<file path="src/rtl/multi_edge_detector.sv">
// Multi-channel input conditioner: synchroniser, glitch filter, per-channel edge pulse and sticky flag.
// Optional: define DET_EVENT_COUNT_EN to add saturating 8-bit per-channel event counters on det_count.
module multi_edge_detector #(
   parameter int CHANNELS    = 4,
   parameter int SYNC_STAGES = 2,
   parameter int FILTER_LEN  = 3,
   parameter int IDLE_LEVEL  = 1
) (
   input  logic                  det_clk,
   input  logic                  det_rst,
   input  logic [CHANNELS-1:0]   det_input,
   input  logic [2*CHANNELS-1:0] det_mode,
   input  logic [CHANNELS-1:0]   det_clear,
   output logic [CHANNELS-1:0]   det_output,
   output logic [CHANNELS-1:0]   det_level,
   output logic [CHANNELS-1:0]   det_sticky,
`ifdef DET_EVENT_COUNT_EN
   output logic [8*CHANNELS-1:0] det_count,
`endif
   output logic                  det_any
);

   localparam int               CNT_W    = $clog2(FILTER_LEN + 1);
   localparam logic [CNT_W-1:0] CNT_LAST = CNT_W'(FILTER_LEN - 1);
   localparam logic             IDLE     = (IDLE_LEVEL != 0);

   logic [SYNC_STAGES-1:0] r_sync [CHANNELS];
   logic [CNT_W-1:0]       r_cnt  [CHANNELS];
   logic [CHANNELS-1:0]    r_level;
   logic [CHANNELS-1:0]    r_output;
   logic [CHANNELS-1:0]    r_sticky;

   logic [CHANNELS-1:0]    w_sample;
   logic [CHANNELS-1:0]    w_accept;
   logic [CHANNELS-1:0]    w_pulse;

   // NOTE: every combinational output gets a default first so no latch can be inferred.
   always_comb begin
      w_sample = '0;
      w_accept = '0;
      w_pulse  = '0;
      for (int i = 0; i < CHANNELS; i++) begin
         w_sample[i] = r_sync[i][SYNC_STAGES-1];
         w_accept[i] = (w_sample[i] != r_level[i]) && (r_cnt[i] == CNT_LAST);
         // Mode bit 0 enables rising (new level 1), bit 1 enables falling (new level 0).
         w_pulse[i]  = w_accept[i] && (w_sample[i] ? det_mode[2*i] : det_mode[2*i+1]);
      end
   end

   // NOTE: state is updated with non-blocking assignments so every flop samples pre-edge values.
   always_ff @(posedge det_clk or posedge det_rst) begin
      if (det_rst) begin
         for (int i = 0; i < CHANNELS; i++) begin
            r_sync[i] <= {SYNC_STAGES{IDLE}};
            r_cnt[i]  <= '0;
         end
         r_level  <= {CHANNELS{IDLE}};
         r_output <= '0;
         r_sticky <= '0;
      end else begin
         for (int i = 0; i < CHANNELS; i++) begin
            r_sync[i] <= {r_sync[i][SYNC_STAGES-2:0], det_input[i]};
            if (w_sample[i] == r_level[i]) begin
               r_cnt[i] <= '0;
            end else if (w_accept[i]) begin
               r_level[i] <= w_sample[i];
               r_cnt[i]   <= '0;
            end else begin
               r_cnt[i] <= r_cnt[i] + CNT_W'(1);
            end
         end
         r_output <= w_pulse;
         // A new event beats a simultaneous clear so nothing is lost.
         r_sticky <= w_pulse | (r_sticky & ~det_clear);
      end
   end

`ifdef DET_EVENT_COUNT_EN
   logic [7:0] r_count [CHANNELS];

   always_ff @(posedge det_clk or posedge det_rst) begin
      if (det_rst) begin
         for (int i = 0; i < CHANNELS; i++) r_count[i] <= '0;
      end else begin
         for (int i = 0; i < CHANNELS; i++) begin
            if (det_clear[i]) begin
               r_count[i] <= {7'd0, w_pulse[i]};
            end else if (w_pulse[i] && (r_count[i] != 8'hFF)) begin
               r_count[i] <= r_count[i] + 8'd1;
            end
         end
      end
   end

   always_comb begin
      det_count = '0;
      for (int i = 0; i < CHANNELS; i++) det_count[8*i +: 8] = r_count[i];
   end
`endif

   assign det_output = r_output;
   assign det_level  = r_level;
   assign det_sticky = r_sticky;
   assign det_any    = |r_sticky;

endmodule

</file>
<file path="config.mk">
export PLATFORM = sky130hd
export DESIGN_NAME = multi_edge_detector
export DESIGN_NICKNAME = d
export VERILOG_FILES = /design/src/rtl/multi_edge_detector.sv
export SDC_FILE = /design/constraint.sdc
export NUM_CORES = 1
export LEC_CHECK = 0
export BUFFER_PORTS_ARGS = -buffer_cell sky130_fd_sc_hd__buf_2
export CORE_MARGIN = 3
export CORE_UTILIZATION = 45
export CTS_BUF_LIST = sky130_fd_sc_hd__clkbuf_16
export CTS_CLUSTER_DIAMETER = 150
export DETAILED_ROUTE_END_ITERATION = 16
export PLACE_DENSITY_LB_ADDON = 0.25
export SYNTH_ARGS = -nofsm -noshare
export SYNTH_HDL_FRONTEND = slang
export SYNTH_SLANG_ARGS = --single-unit
</file>
<file path="constraint.sdc">
create_clock -name det_clk -period 3.1 [get_ports det_clk]
set_clock_uncertainty 0.05 [all_clocks]
set_input_delay 0.31 -clock det_clk [delete_from_list [all_inputs] [get_ports det_clk]]
set_output_delay 0.31 -clock det_clk [all_outputs]
set_load 0.1 [all_outputs]
</file>
Yosys cells after proc, flatten, opt, wreduce, memory -nomap -nowiden

Cells that the tools add are included.

Bits in read-only memories: 0
Register bits after elaboration: 28
Output and inout port bits: 13
Word-level logic and storage cells: 62
Bits of input ports: 18
RAM bits: 0
Bits in latches: 0
Memories: 0

Magnitude comparators: 0
Equality and inequality tests: 12
Shift-type cells: 0
$add $sub $neg: 4
Div/mod/pow operators: 0
Bitwise gates (word level): 7
$mul: 0
Reduce and logical (&&, ||, !) cells: 13
Multiplexer cells: 12

Operators by type and width:

| operator                                    | count |
|---|---|
| two-way mux 2 bit                           | 8 |
| adder 2 x 1 -> 2 bit, second input constant | 4 |
| equality test 2 bit, second input constant  | 4 |
| logical AND 1 bit                           | 8 |
| AND reduction 2 bit                         | 4 |
| AND 4 bit                                   | 1 |
| equality test 1 bit                         | 4 |
| two-way mux 1 bit                           | 4 |
| inequality test 1 bit                       | 4 |
| inverter 1 bit                              | 4 |
| inverter 4 bit                              | 1 |
| OR 4 bit                                    | 1 |
| OR reduction 4 bit                          | 1 |

Longest topological paths before layout

Depth after elaboration: 4
Depth in mapped cells: 3
Gate-level depth less buffers: 3

Least setup slack after synthesis

Ideal clock, no wire load.

Path type: flip-flop to output port
From: register r_sticky[3] (netlist: det_sticky[3])
To: output det_any
Data required time: 2740 ps
Stages on the path, launching flop included: 2
Buffers on the path: 0
Arrival time: 1816 ps
Setup slack: 924 ps
Cells stage by stage: dfrtp_1 > or4_1

Cells in the longest elaborated chain, start to end: 1

Ends and longest elaborated chain:

| item                   | RTL line | source |
|---|---|---|
| from (decl)            | 31       | `logic [CHANNELS-1:0] r_sticky;` |
| from (signal assigned) | 74       | `r_sticky <= w_pulse \| (r_sticky & ~det_clear);` |
| OR reduction 4 bit     | 104      | `assign det_any = \|r_sticky;` |
| to (decl)              | 20       | `output logic det_any` |

No other way between the ends.

Worst setup path after layout

Same ends and word-level chain as after synthesis.

==> metrics.md <==
| Metric | Value |
|---|---|
| P per Cell Area | 1130 nW/µm² |
| Crit Path Max Fanout | 3 |
| Largest net degree at the start of global routing | 29 |
| Clock Root Buffer | clkbuf_16 |
| Slew HR | 35.2% |
| Setup crit end kind | output pin |
| EDFF count, synth | 0 |
| CP required | ~2700 ps |
| Routability Congestion | 0.701 |
| WL per Instance | 12.7 µm |
| Post-layout util | 62.1% |
| Seq pwr share | 38.5% |
| Internal power | roughly 800 µW |
| Chip height | 53.6 µm |
| Mapped cell area | 1020 µm² |
| Longest Clk Path Bufs | 2 |
| M1 wire length | 673 µm |
| Hold crit path type | in -> reg |
| Setup violators final | 0 |
| Resized Gates After CTS | 0 |
| Area Growth Syn to Fin | 25.4% |
| Psw | 653 µW |
| Synth Flop Type | dfrtp_1 |
| Static Leak | ~0.00064 µW |
| Count of cell types in the netlist | 18 |
| Run status | complete, no violations |
| Max_cap viols | 0 |
| Die area | between 2000 and 3000 µm² |
| Worst hold path depth | 1 |
| Global-route wire length before repair | 2750 µm |
| Diode count | 0 |
| Routed WL | 1670 µm |
| VDD IR max | about 0.71 mV |
| H-tree Lvls | 1 |
| Final min period | between 1500 and 2000 ps |
| Synth Instances | 72 |
| DRC Markers | 0 |
| Combinational power share | 42.4% |
| FF+latch count, synth | 28 |
| Power share of the clock group | between 10% and 20% |
| Slew Limit Fails | 0 |
| Synth warn | 0 |
| Worst EP arrival | roughly 1500 ps |
| Post-DRT Antenna Nets | 0 |
| Final Hold Vio Count | 0 |
| Setup TNS Final | 0 ps |
| GRT overflow | 0 |
| Proportion of layout cells with a drive suffix above 1 | 49.5% |
| WL met3 | 120 µm |
| R2R depth | 3 |
| Clk pin slew, worst setup/hold paths | 60 ps |
| Final worst path period share | 58.7% |
| Met2 Wirelength | around 870 µm |
| Number of buffers created by CTS | 3 |
| Startpoint Class | flip-flop |
| Unrepaired setup endpoints after global routing | no |
| Count leader, synth | dfrtp_1 |
| Place WS | around 1500 ps |
| Initial antenna violation count | 0 |
| GRT Total Usage | around 14% |
| Final HPWL from detailed placement | 1220 µm |
| Site Rows | 16 |
| Initial Util | between 40% and 50% |
| PnR worst setup slack | 1280 ps |
| Area leader, netlist | dfrtp_1 |
| Sequential element share of the synthesized area | 70.1% |
| Vias in the first global route | 669 |
| Die X | about 54 µm |
| Latest clock arrival within the worst-skew pair | 250 ps |
| Core Area | approximately 2100 µm² |
| Sw frac | 45.0% |
| Synthesized area per cell | 14.2 µm² |
| Largest cells by area after synthesis | dfrtp_1, dfstp_2, mux2_2, nand3b_1, xnor2_1 |
| Fmax | 549 MHz |
| Commonest cells post-synth | dfrtp_1, dfstp_2, nand3b_1 |
| Max Used Layer | met4 |
| DR vias | 644 |
| Async SR Flop Fraction | 100% |
| Slew of the pin with the lowest slew margin | 970 ps |
| Syn nets | 90 |
| R2R Setup Slk | around 2000 ps |
| Kind of critical path | reg -> out |
| First drt pass iteration count | 4 |
| # clock sinks | 28 |
| Final layout net count | 125 |
| Postcts setup bufs | 0 |
| Ports | 31 |
| Drt first-iter violations | 7 |
| CTS tree | yes |
| Hold Buf Count CTS | 0 |
| # fillers | roughly 170 |
| Vias per std cell | between 4 and 5 |
| Port bufs | 30 |
| Yosys top cell area share | roughly 39% |
==> sequential cells by signal (all words and copies together) (netlist names) <==
name        count
det_output      4
det_level       4
r_cnt           8
det_sticky      4
r_sync          8
==> power by group through the flow <==
stage | registers (µW) | logic [µW] | clock network [µW]
2_1_floorplan | 868 | 219 | 0
3_3_place_gp | 555 | 615 | 0
3_5_place_dp | 564 | 620 | 0
4_1_cts | 558 | 620 | 285
5_1_grt | 570 | 646 | 301
6_report | 558 | 614 | 278
==> worst max-delay path, stage by stage, from the launching register on <==
cell     delay (ps)
dfrtp_1         390
or4_1           510
buf_2           310
==> cell usage in the layout (no fill, tap or decap) <==
master and n:
buf_2 30, a22o_1 1, nor3b_1 4, o21ai_0 2, or4_1 1, dfrtp_1 16
nand2_1 2, nor2b_2 2, clkbuf_16 3, nand3b_1 6, mux2_2 4, dfstp_2 12
xnor2_1 4, and2_1 2, nor3_1 4, a21o_1 2, a21oi_1 2, nand2b_1 2
a22o_2 1, inv_1 5
==> final timing paths <==
path                               startpoint            end
worst max register to register      r_sync[1]  det_sticky[3]
worst min-delay path             det_input[2]      r_sync[2]
min in group asynchronous             det_rst  det_output[2]
worst min register to register      r_sync[2]      r_sync[3]
max in group asynchronous             det_rst       r_cnt[1]
worst max-delay path            det_sticky[3]        det_any
==> kinds of logic (layout without fill, tap and decap cells) <==
family,Yosys count,after routing,synth area share (%)
XOR/XNOR,4,4,3.43
flip-flops,28,28,70.1
AO/OA/AOI/OAI,8,8,5.27
multiplexers,4,4,4.41
buffers and inverters,5,38,1.84
AND/OR/NAND/NOR,23,23,15.0
==> layer usage <==
layer  up-vias  global-route usage, %
li1        313                      -
met1       313                   13.8
met2        16                   25.5
met3         2                   4.43
met4         0                   7.66
met5         -                      0
==> final cells by class <==
class                           instances  area, µm²  area share [%]
Timing Repair Buffer                   30        150            11.7
Clock buffer                            3       75.1            5.87
Tap cell                               27       33.8            2.64
Multi-Input combinational cell         39        287            22.4
Inverter                                5       18.8            1.47
Sequential cell                        28        716            55.9
==> stage by stage <==
step                total power, µW  instance area, µm²  hold WS [ps]  instances
global route                   1520                1280          91.9        132
global placement               1170                1200           296        129
finish                         1450                1280          98.3        132
floorplan                      1090                1020           264         72
detailed placement             1180                1200           298        129
CTS                            1460                1280          95.5        132
No activity file was read; power rests on OpenSTA's default activity.
